## src/rtl/hacd_pkg.sv

```systemverilog
// Shared constants and types for the compress/decompress write path.
// Holds AXI encodings and the write-channel drain FSM state type.
package hacd_pkg;

    localparam logic [2:0] AXI_SIZE_64B   = 3'd6;
    localparam logic [1:0] AXI_BURST_INCR = 2'b01;
    localparam logic [1:0] AXI_RESP_OKAY  = 2'b00;

    typedef enum logic [1:0] {
        WR_RUN   = 2'd0,
        WR_DRAIN = 2'd1,
        WR_DONE  = 2'd2
    } wr_state_e;

endpackage

```

## src/rtl/hawk_axi_hold_reg.sv

```systemverilog
// Valid/payload holding register: loads on an unblocked request and holds
// until ready. Ports: req_i/block_i/data_i in, ready_i in, valid_o/data_o/drop_o out.
module hawk_axi_hold_reg #(
    parameter int unsigned W = 8
) (
    input  logic         clk_i,
    input  logic         rst_ni,
    input  logic         req_i,
    input  logic         block_i,
    input  logic [W-1:0] data_i,
    input  logic         ready_i,
    output logic         valid_o,
    output logic [W-1:0] data_o,
    output logic         drop_o
);

    logic         valid_q, valid_d;
    logic [W-1:0] data_q, data_d;
    logic         busy;
    logic         load;

    // A request arriving in the handshake cycle is still dropped: the
    // register only reloads once it has been observed empty.
    assign busy   = valid_q | block_i;
    assign load   = req_i & ~busy;
    assign drop_o = req_i & busy;

    always_comb begin
        valid_d = valid_q;
        data_d  = data_q;
        if (load) begin
            valid_d = 1'b1;
            data_d  = data_i;
        end else if (valid_q && ready_i) begin
            valid_d = 1'b0;
        end
    end

    always_ff @(posedge clk_i or negedge rst_ni) begin
        if (!rst_ni) begin
            valid_q <= 1'b0;
            data_q  <= '0;
        end else begin
            valid_q <= valid_d;
            data_q  <= data_d;
        end
    end

    assign valid_o = valid_q;
    assign data_o  = data_q;

endmodule

```

## src/rtl/hawk_axi_wr_chnl.sv

```systemverilog
// AXI4 single-beat write channel: registers AW/W, tracks B credits, flags errors
// and runs a flush/drain handshake. Ports: manager req/feedback, AXI AW/W/B, status.
module hawk_axi_wr_chnl
    import hacd_pkg::*;
#(
    parameter int unsigned ADDR_W    = 64,
    parameter int unsigned DATA_W    = 512,
    parameter int unsigned ID_W      = 4,
    parameter int unsigned AWID_VAL  = 0,
    parameter int unsigned MAX_OUTST = 8,
    localparam int unsigned CNT_W    = $clog2(MAX_OUTST + 1)
) (
    input  logic                clk_i,
    input  logic                rst_ni,
    input  logic                aw_req_i,
    input  logic [ADDR_W-1:0]   aw_addr_i,
    input  logic                w_req_i,
    input  logic [DATA_W-1:0]   w_data_i,
    input  logic [DATA_W/8-1:0] w_strb_i,
    input  logic                flush_i,
    output logic                awvalid_q_o,
    output logic                wvalid_q_o,
    output logic [ADDR_W-1:0]   addr_q_o,
    output logic                aw_busy_o,
    output logic [ID_W-1:0]     m_awid,
    output logic [ADDR_W-1:0]   m_awaddr,
    output logic [7:0]          m_awlen,
    output logic [2:0]          m_awsize,
    output logic [1:0]          m_awburst,
    output logic                m_awvalid,
    input  logic                m_awready,
    output logic [DATA_W-1:0]   m_wdata,
    output logic [DATA_W/8-1:0] m_wstrb,
    output logic                m_wlast,
    output logic                m_wvalid,
    input  logic                m_wready,
    input  logic [ID_W-1:0]     m_bid,
    input  logic [1:0]          m_bresp,
    input  logic                m_bvalid,
    output logic                m_bready,
    output logic [CNT_W-1:0]    outst_cnt_o,
    output logic                idle_o,
    output logic                flush_done_o,
    output logic [1:0]          err_o
);

    localparam int unsigned WP_W = DATA_W + DATA_W / 8;

    logic [CNT_W-1:0] cnt_q, cnt_d;
    logic [1:0]       err_q, err_d;
    wr_state_e        state_q, state_d;

    logic             full;
    logic             aw_drop, w_drop;
    logic             aw_hs, b_hs;
    logic             cnt_zero;
    logic [WP_W-1:0]  w_pl_in, w_pl_q;
    logic             unused_bid;

    assign unused_bid = ^m_bid;

    assign full     = (cnt_q == CNT_W'(MAX_OUTST));
    assign cnt_zero = (cnt_q == '0);

    hawk_axi_hold_reg #(.W(ADDR_W)) u_aw (
        .clk_i  (clk_i),
        .rst_ni (rst_ni),
        .req_i  (aw_req_i),
        .block_i(full),
        .data_i (aw_addr_i),
        .ready_i(m_awready),
        .valid_o(awvalid_q_o),
        .data_o (addr_q_o),
        .drop_o (aw_drop)
    );

    assign w_pl_in = {w_strb_i, w_data_i};

    hawk_axi_hold_reg #(.W(WP_W)) u_w (
        .clk_i  (clk_i),
        .rst_ni (rst_ni),
        .req_i  (w_req_i),
        .block_i(1'b0),
        .data_i (w_pl_in),
        .ready_i(m_wready),
        .valid_o(wvalid_q_o),
        .data_o (w_pl_q),
        .drop_o (w_drop)
    );

    assign aw_busy_o = awvalid_q_o | full;

    assign m_awid    = ID_W'(AWID_VAL);
    assign m_awaddr  = addr_q_o;
    assign m_awlen   = 8'd0;
    assign m_awsize  = AXI_SIZE_64B;
    assign m_awburst = AXI_BURST_INCR;
    assign m_awvalid = awvalid_q_o;

    assign m_wdata  = w_pl_q[DATA_W-1:0];
    assign m_wstrb  = w_pl_q[WP_W-1:DATA_W];
    assign m_wlast  = 1'b1;
    assign m_wvalid = wvalid_q_o;

    // B is only accepted against a credit; a stray B is left hanging.
    assign m_bready = ~cnt_zero;

    assign aw_hs = awvalid_q_o & m_awready;
    assign b_hs  = m_bvalid & m_bready;

    always_comb begin
        cnt_d = cnt_q;
        if (aw_hs && !b_hs) begin
            cnt_d = cnt_q + CNT_W'(1);
        end else if (b_hs && !aw_hs) begin
            cnt_d = cnt_q - CNT_W'(1);
        end
    end

    always_comb begin
        err_d    = err_q;
        err_d[0] = err_q[0] | (b_hs & (m_bresp != AXI_RESP_OKAY));
        err_d[1] = err_q[1] | aw_drop | w_drop | (m_bvalid & cnt_zero);
    end

    assign idle_o = ~awvalid_q_o & ~wvalid_q_o & cnt_zero;

    always_comb begin
        state_d = state_q;
        unique case (state_q)
            WR_RUN:   if (flush_i) state_d = WR_DRAIN;
            WR_DRAIN: if (idle_o)  state_d = WR_DONE;
            WR_DONE:  state_d = WR_RUN;
            default:  state_d = WR_RUN;
        endcase
    end

    assign flush_done_o = (state_q == WR_DONE);

    always_ff @(posedge clk_i or negedge rst_ni) begin
        if (!rst_ni) begin
            cnt_q   <= '0;
            err_q   <= '0;
            state_q <= WR_RUN;
        end else begin
            cnt_q   <= cnt_d;
            err_q   <= err_d;
            state_q <= state_d;
        end
    end

    assign outst_cnt_o = cnt_q;
    assign err_o       = err_q;

endmodule

```

## config.mk

```make
export PLATFORM = sky130hd
export DESIGN_NAME = hawk_axi_wr_chnl
export DESIGN_NICKNAME = d
export VERILOG_FILES = /design/src/rtl/hacd_pkg.sv /design/src/rtl/hawk_axi_hold_reg.sv /design/src/rtl/hawk_axi_wr_chnl.sv
export SDC_FILE = /design/constraint.sdc
export NUM_CORES = 1
export LEC_CHECK = 0
export ABC_AREA = 1
export CAP_MARGIN = 20
export CORE_AREA = 2 2 536 538
export CTS_BUF_LIST = sky130_fd_sc_hd__clkbuf_2
export DETAILED_ROUTE_END_ITERATION = 8
export DIE_AREA = 0 0 538 540
export DONT_BUFFER_PORTS = 1
export GPL_TIMING_DRIVEN = 1
export SLEW_MARGIN = 20
export SYNTH_ARGS = -nofsm -noshare
export SYNTH_HDL_FRONTEND = slang
export SYNTH_HIERARCHICAL = 1
export SYNTH_SLANG_ARGS = --single-unit
```

## constraint.sdc

```tcl
create_clock -name clk_i -period 1.84 [get_ports clk_i]
set_clock_uncertainty 0.05 [all_clocks]
set_input_delay 0.092 -clock clk_i [delete_from_list [all_inputs] [get_ports clk_i]]
set_output_delay 0.092 -clock clk_i [all_outputs]
set_load 0.005 [all_outputs]
```

---- After elaboration in Yosys (flattened, before gate mapping) ----
Index checks and enable logic that the tools add are counted.
operators by class
  reductions and logical operators ........ 13
  $add $sub $neg .......................... 2
  multiplexer cells ....................... 9
  eq/ne operators ......................... 5
  bitwise logic cells ..................... 19
operators with widths
  operator               count
  $and A1 B1 Y1          10
  $mux W4                2
  $reduce_bool A2 Y1     4
  $or A1 B1 Y1           5
  $add A4 B1 Y4 const B  1
  $eq A4 B4 Y1 const B   1
  $logic_and A1 B1 Y1    4
  $logic_not A4 Y1       1
  $mux W1                4
  $mux W2                2
  $ne A2 B2 Y1 const B   2
  $not A1 Y1             4
  $pmux W2 S2            1
  $sub A4 B1 Y4 const B  1
  $eq A2 B1 Y1 const B   1
  $eq A2 B2 Y1 const B   1
  $logic_not A1 Y1       2
  $logic_not A2 Y1       1
  $reduce_and A2 Y1      1
storage, ports and cells
  register bits after elaboration ......... 650
  input bits .............................. 654
  output and inout port bits .............. 736

---- Longest topological paths before layout ----
Gate-level depths: netlist (run 1).
  word-level depth ........................ 6
  mapped depth ............................ 12

---- Modules after synthesis ----
The synthesis (run 1) kept the hierarchy.
modules (own cells, without submodules)
  module                     area each (um^2)  instances  cells an instance
  hawk_axi_hold_reg at u_w   22,795.6          1          2,502
  hawk_axi_hold_reg at u_aw  2,607.5           1          284
  hawk_axi_wr_chnl           1,111.1           1          145

---- Worst setup path after synthesis (run 1) ----
No wires, ideal clock.
  path type ............................... reg-to-reg
  from .................................... reg cnt_q[1] (netlist: outst_cnt_o[1])
  to ...................................... reg cnt_q[3] (netlist: outst_cnt_o[3])
  path slack .............................. -0.045 ns
  library setup time ...................... 0.117 ns
  arrival ................................. 1.718 ns
  cell stages (with the launch flop) ...... 12
  required time ........................... 1.673 ns
  clock period less this slack ............ 1.885 ns
  cell sequence ........................... dfrtp_1 nor2_2 nand2_1 nand2_2 ha_1 inv_1 ha_1 or2_1 nand2_1 nand2_1 nand3_1 nand2_1
between the ends
  cells in the longest elaborated chain, start to end .. 6
ends and longest elaborated chain
  element                                        line                     source
  start, declared                                hawk_axi_wr_chnl.sv:49   logic [CNT_W-1:0] cnt_q, cnt_d;
  start signal, assigned                         hawk_axi_wr_chnl.sv:146  cnt_q <= cnt_d;
  $logic_not A4 Y1 *                             hawk_axi_wr_chnl.sv:63   assign cnt_zero = (cnt_q == '0);
  $not A1 Y1 *                                   hawk_axi_wr_chnl.sv:106  assign m_bready = ~cnt_zero;
  named net m_bready                             hawk_axi_wr_chnl.sv:40   output logic m_bready,
  $and A1 B1 Y1 *                                hawk_axi_wr_chnl.sv:109  assign b_hs = m_bvalid & m_bready;
  $logic_not A1 Y1                               hawk_axi_wr_chnl.sv:113  if (aw_hs && !b_hs) begin
  $logic_and A1 B1 Y1                            hawk_axi_wr_chnl.sv:113
  $mux W4 or $reduce_bool A2 Y1 (tied branches)  n/a
Mark *: on every way through the listed nets, which the timed path passes. The rest lies on a longest branch. The select of a mux whose other input is x is not followed.
A chain may end at the register's enable or synchronous reset.

==> results of run 1 <==
[routing by layer]
metal / vias to the layer above / part of all wire (%)
met5: - / 0.27
met4: 100 / 4.8
met3: 661 / 15
met2: 2129 / 44
met1: 15000 / 36
li1: 13900 / -
[cells in the mapped netlist (all sizes together)]
master / instances
ha: 3
nand2: 1301
or2: 2
inv: 11
dfrtp: 650
o21ai: 4
nor3: 1
buf: 287
o21bai: 1
nand3: 644
a21oi: 1
clkbuf: 9
nor2: 12
xnor2: 2
fa: 1
conb: 2
[worst max-delay path, cell delays in order]
cell,delay (ps)
buf_16,80
buf_16,90
buf_16,90
buf_16,100
buf_16,100
buf_16,90
buf_16,100
buf_16,100
buf_16,100
buf_16,100
buf_16,90
buf_16,90
buf_16,90
buf_16,90
buf_16,90
buf_16,120
buf_16,480
buf_16,690
buf_16,530
[sequential cells by signal, summed over array words and instances (netlist names)]
name          count
u_w/data_o      576
u_aw/data_o      64
outst_cnt_o       4
err_o             2
state_q           2
u_aw/valid_o      1
u_w/valid_o       1
[per-stage QoR]
step                total power [W]  setup TNS (ps)  util [%]  setup WS (ps)
CTS                          0.0445         -524810      14.5          -1240
finish                       0.0477         -448080      19.5           -905
global route                 0.0509         -735700      19.4          -1240
floorplan                    0.0250               0         -           46.5
global placement             0.0290               0      10.7           48.7
detailed placement           0.0292               0      10.7           21.7
[area by class of cell]
type                       instances  area [sq um]
antenna                          117           293
clock buffer                     265          1330
tap                             3762          4710
inverter                          11          46.3
timing repair buffer            2219         23400
fill                           30700        229000
multi-input combinational       1991          8490
sequential                       650         16700
clock inverter                    70           423
[how the worst min path moves through the flow]
stage                 from  cells after the start  slack (ps)              end
finish              rst_ni                     17          60  u_w/data_o[449]
global route        rst_ni                     17        -160  u_w/data_o[222]
CTS                 rst_ni                      0       -2280  u_w/data_o[171]
detailed placement  rst_ni                      0        -240  u_w/data_o[199]
global placement    rst_ni                      0        -240  u_w/data_o[170]
floorplan           rst_ni                      0        -250         err_o[0]
[cell families after synthesis]
family	Yosys count	share of synthesized area [%]
compound gates	6	0.123
xor+xnor	2	0.0661
fa+ha+maj	4	0.217
buf+inv	307	7.34
flops	650	61.3
other cells	2	0.0283
simple gates	1960	30.9
[power by group through the flow]
stage	clock network [W]	logic (W)	registers [W]
2_1_floorplan	0	0.00521	0.0198
3_3_place_gp	0	0.00552	0.0235
3_5_place_dp	0	0.00572	0.0235
4_1_cts	0.0128	0.00810	0.0236
5_1_grt	0.0136	0.0132	0.0241
6_report	0.0121	0.0121	0.0235
[timing repair]
action	4_1_cts	5_1_grt
hold endpoints to repair	1299	1051
resized for setup	351	52
gates cloned	0	23
endpoints found under the setup margin	720	966
hold buffers	865	1226
setup buffers	10	21
pin swaps	5	10
==> run_results.csv, run 1 <==
group,metric,value,unit
finish,layout_common_cells,"dlygate4sd3_1 (2,071), nand2_1 (1,293), nand3_1 (642)",
worst_setup_path,path_max_fanout,176,
place,dp_cells,6481,
floorplan,die_w,538,um
grt,grt_pass1_wl,263000,um
power_and_ir_drop,p_int,0.0280,W
synthesis,synth_top_area_share,61.3,%
floorplan,die_height,540,um
floorplan,core_area,284000,sq um
finish,fin_nets,5726,
grt,antenna_found_initial,155,
routing,via_per_inst,3.49,
place,gp_congestion,0.882,
power_and_ir_drop,vdd_drop_max,0.435,mV
cts,clkLatencyLatePin,1590,ps
place,portBuffers,0,
grt,busiest_layer,"met2",
synthesis,ys_top_cells_by_area,"dfrtp_1 (61%), nand2_1 (18%), nand3_1 (12%), buf_4 (4.0%), buf_2 (2.4%)",
finish,final_common_cell,"dlygate4sd3_1",
place,dp_hpwl,166000,um
grt,use_met3,10.8,%
synthesis,syn-instance-count,2931,
power_and_ir_drop,switchingPower,0.0197,W
grt,grt_overflow,0,
power_and_ir_drop,swShare,41.3,%
timing,slew_viol_final,0,
worst_setup_path,reg2reg_from,"u_w/valid_o",
synthesis,postSynthAreaPerCell,9.05,sq um
power_and_ir_drop,p_clk_share,25.4,%
worst_setup_path,r2r_cells,11,
grt,grtUsageTotal,13.8,%
routing,vias,31700,
place,placed_area,30300,sq um
synthesis,yosysWarnings,6,
worst_setup_path,required,3190,ps
worst_setup_path,r2r-end,"u_w/data_o[68]",
cts,clock_path_buffers,4,
cts,cts.clk_slew.worst_paths,100,ps
worst_setup_path,cp-startpoint,"rst_ni",
worst_setup_path,regToRegSetupSlack,-270,ps
grt,met1_usage,13.3,%
timing,period_needed,2750,ps
grt,grt_pass1_vias,26600,
routing,drtPass1Iterations,6,
grt,grt_max_degree,651,
floorplan,ioPinCount,1390,
power_and_ir_drop,p_per_area,862,nW/um^2
synthesis,ys_seq_area_share,61.3,%
finish,final_cell_area,55400,sq um
finish,syn_to_final_growth,109,%
synthesis,yosysTopAreaCell,"dfrtp_1",
timing,hold_ws,62.0,ps
cts,cts-root-buf,"clkbuf_2",
finish,drive_gt1_share,15.4,%
worst_setup_path,crit_type,"input pin to asynchronous set/reset pin",
power_and_ir_drop,seq_power_share,49.3,%
floorplan,rows,196,
routing,drc,0,
synthesis,ys_types,24,
timing,hold_violations,0,
finish,fin_cells,9085,
routing,totalWireLength,234000,um
timing,worstMarginPinSlew,1180,ps
cts,clock-sinks,650,
cts,cts_tree,"yes",
routing,antenna_left,0,
worst_setup_path,crit_end,"u_w/data_o[285]",
hold_path,hp-class,"input pin to asynchronous set/reset pin",
timing,fmax,364,MHz
job,max_cap_violations,0,
synthesis,synthesis.area,26500,sq um
routing,wl_per_cell,25.8,um
outcome,violations,"negative setup slack",
timing,setup_viol,1485,
timing,rsz0062_at_grt,"yes",
worst_setup_path,end_kind,"asynchronous set/reset pin",
floorplan,start_util,9.32,%
timing,relSlewSlack,21.6,%
worst_setup_path,arrival,4090,ps
timing,setup_slack,-905,ps
power_and_ir_drop,combPwrFrac,25.3,%
grt,grt_util_met2,21.6,%
synthesis,ys_ff_latch,650,
worst_setup_path,worstSetupStartpointType,"input pin",
power_and_ir_drop,p_leak,24.6,nW
cts,numCtsBuffers,195,
outcome,status,"finished, violations left",
routing,drt_iter0_markers,2143,
timing,post-route-period-util,149,%
cts,cts-htree-levels,4,
floorplan,die_area,291000,sq um
Note: power is estimated with default switching activity, not from simulation.
==> run 2: changes to the inputs <==
--- a/config.mk
+++ b/config.mk
@@ -6,13 +6,14 @@
 export NUM_CORES = 1
 export LEC_CHECK = 0
 export ABC_AREA = 1
-export CAP_MARGIN = 20
+export CAP_MARGIN = 5
 export CORE_AREA = 2 2 536 538
 export CTS_BUF_LIST = sky130_fd_sc_hd__clkbuf_2
 export DETAILED_ROUTE_END_ITERATION = 8
 export DIE_AREA = 0 0 538 540
 export DONT_BUFFER_PORTS = 1
 export GPL_TIMING_DRIVEN = 1
+export SETUP_SLACK_MARGIN = 0.4
 export SLEW_MARGIN = 20
 export SYNTH_ARGS = -nofsm -noshare
 export SYNTH_HDL_FRONTEND = slang
==> run 2 against run 1 <==
Against the previous run:
- the run ends with negative hold slack, negative setup slack left
- critical path type is now flip-flop to flip-flop
- critical path depth up 1
- critical endpoint is now state_q[1]
- highest routed layer unchanged
- register-to-register slack worse by 610 ps
- combinational power up 5%
==> run_results.csv, run 2 (synthesis gave the netlist of run 1 again) <==
group,metric,value,unit
floorplan,die_height,540,um
worst_setup_path,worstSetupStartpointType,"flip-flop",
timing,relSlewSlack,29.0,%
routing,via_per_inst,3.58,
place,gp_congestion,0.838,
floorplan,core_area,284000,sq um
routing,antenna_left,0,
grt,antenna_found_initial,179,
power_and_ir_drop,vdd_drop_max,0.661,mV
cts,cts-root-buf,"clkbuf_2",
timing,worstMarginPinSlew,1060,ps
floorplan,start_util,9.32,%
routing,drc,0,
place,portBuffers,0,
grt,grt_max_degree,579,
cts,cts_tree,"yes",
worst_setup_path,path_depth,20,
floorplan,rows,196,
cts,cts-htree-levels,4,
grt,grt_pass1_wl,271000,um
routing,totalWireLength,247000,um
finish,layout_common_cells,"dlygate4sd3_1 (2,090), nand2_1 (1,284), nand3_1 (632)",
routing,drtPass1Iterations,6,
power_and_ir_drop,p_leak,25.4,nW
grt,grtUsageTotal,14.4,%
timing,slew_viol_final,0,
timing,hold_ws,-1450,ps
timing,setup_slack,-877,ps
finish,syn_to_final_growth,115,%
grt,grt_overflow,0,
worst_setup_path,slowest_stage,"dfrtp_1",
power_and_ir_drop,p_per_area,862,nW/um^2
finish,final_common_cell,"dlygate4sd3_1",
place,dp_hpwl,173000,um
worst_setup_path,cp_top_family,"buffers and inverters",
outcome,status,"finished, violations left",
routing,wl_per_cell,26.9,um
timing,rsz0062_at_grt,"yes",
finish,fin_nets,5812,
cts,clock-sinks,650,
cts,clock_path_buffers,4,
outcome,violations,"negative hold slack, negative setup slack",
worst_setup_path,path_buf_inv,17,
timing,hold_violations,384,
worst_setup_path,arrival,4200,ps
floorplan,die_area,291000,sq um
cts,numCtsBuffers,192,
hold_path,hp-class,"input pin to asynchronous set/reset pin",
finish,largest_reg_flops,576,
worst_setup_path,timing.critical_path.mode_cell,"buf_6",
worst_setup_path,r2r_cells,20,
worst_setup_path,end_kind,"flip-flop",
timing,timing.setup.tns,-491470,ps
cts,clkLatencyLatePin,1610,ps
worst_setup_path,crit_type,"flip-flop to flip-flop",
timing,fmax,368,MHz
worst_setup_path,crit_path_cell_trace,"buf_4 -> nor2_4 -> nand3_2 -> buf_6 -> buf_6 -> buf_6 -> buf_6 -> buf_6 -> buf_6 -> buf_6 -> buf_6 -> buf_6 -> buf_6 -> buf_6 -> buf_6 -> buf_6 -> buf_6 -> buf_6 -> buf_6 -> nor2_4",
cts,cts.clk_slew.worst_paths,130,ps
worst_setup_path,required,3320,ps
floorplan,die_w,538,um
finish,drive_gt1_share,17.1,%
worst_setup_path,path_max_fanout,3,
job,max_cap_violations,0,
timing,setup_viol,1299,
floorplan,ioPinCount,1390,
routing,drt_iter0_markers,2586,
timing,period_needed,2720,ps
routing,vias,32900,
timing,post-route-period-util,148,%
grt,grt_pass1_vias,26300,
worst_setup_path,slowest_delay,410,ps
run 2: changes by cell type in the layout (fill, tap and decap cells not counted), sizes merged, moves of 3 or more:
cell	delta
inv	+4
clkbuf	+8
bufinv	+4
buf	+52
diode	+30
dlygate4sd3	+19
clkinv	-3
run 2: worst register-to-register path, stage by stage, from the launching register on:
cell and delay (ps):
dfrtp_1 410, buf_4 150, nor2_4 140, nand3_2 120, buf_6 130, buf_6 100, buf_6 100, buf_6 100
buf_6 100, buf_6 100, buf_6 100, buf_6 100, buf_6 100, buf_6 100, buf_6 100, buf_6 100
buf_6 110, buf_6 110, buf_6 110, buf_6 110, nor2_4 90
run 2: what timing repair did:
action / 4_1_cts / 5_1_grt
cloned: 9 / 48
hold buffers: 847 / 1259
hold endpoints to repair: 1299 / 1094
resized for setup: 371 / 118
pin swaps: 2 / 38
setup endpoints to repair: 1320 / 1366
buffers inserted: 33 / 40
run 2: path summary, 6_finish.rpt:
path	end	slack, ps	startpoint
max in group asynchronous	u_w/data_o[29]	830	rst_ni
hold / removal	u_w/data_o[538]	-1450	rst_ni
hold reg to reg	u_w/data_o[196]	460	u_w/data_o[196]
setup reg to reg	state_q[1]	-880	outst_cnt_o[3]
setup / recovery	state_q[1]	-880	outst_cnt_o[3]
min in group clk_i	u_w/data_o[404]	190	w_data_i[404]
run 2: layout make-up:
| cell class | count | area, sq um |
|---|---|---|
| Clock inverter | 73 | 509 |
| Clock buffer | 258 | 1290 |
| Tap cell | 3762 | 4710 |
| Fill cell | 30500 | 227000 |
| Inverter | 11 | 43.8 |
| Timing Repair Buffer | 2307 | 24800 |
| Multi-Input combinational cell | 1992 | 8610 |
| Antenna cell | 147 | 368 |
| Sequential cell | 650 | 16700 |
run 2: power breakdown:
part           internal [W]  switching [W]  total [W]
combinational       0.00619        0.00649     0.0127
sequential           0.0177        0.00602     0.0238
clock               0.00488        0.00780     0.0127
total                0.0288         0.0203     0.0491
run 2: layer usage:
| layer | global-route usage [%] | part of all wire, % | up-vias |
|---|---|---|---|
| li1 | - | - | 14100 |
| met1 | 14.3 | 37 | 15500 |
| met2 | 22.0 | 42 | 2436 |
| met3 | 11.3 | 15 | 836 |
| met4 | 5.99 | 5.5 | 88 |
| met5 | 0 | 0.23 | - |
run 2: metrics by stage:
stage / std cells / worst slack (ps) / power (W) / area (sq um) / util [%]
after global routing: 9151 / -1180 / 0.0522 / 56900 / 20.0
after global placement: 6477 / 59.6 / 0.0293 / 30300 / 10.6
after floorplan: 2948 / 128 / 0.0250 / 26600 / -
after CTS: 7701 / -1180 / 0.0457 / 41800 / 14.7
final: 9200 / -877 / 0.0491 / 57000 / 20.0
after detailed placement: 6481 / -555 / 0.0298 / 30400 / 10.7
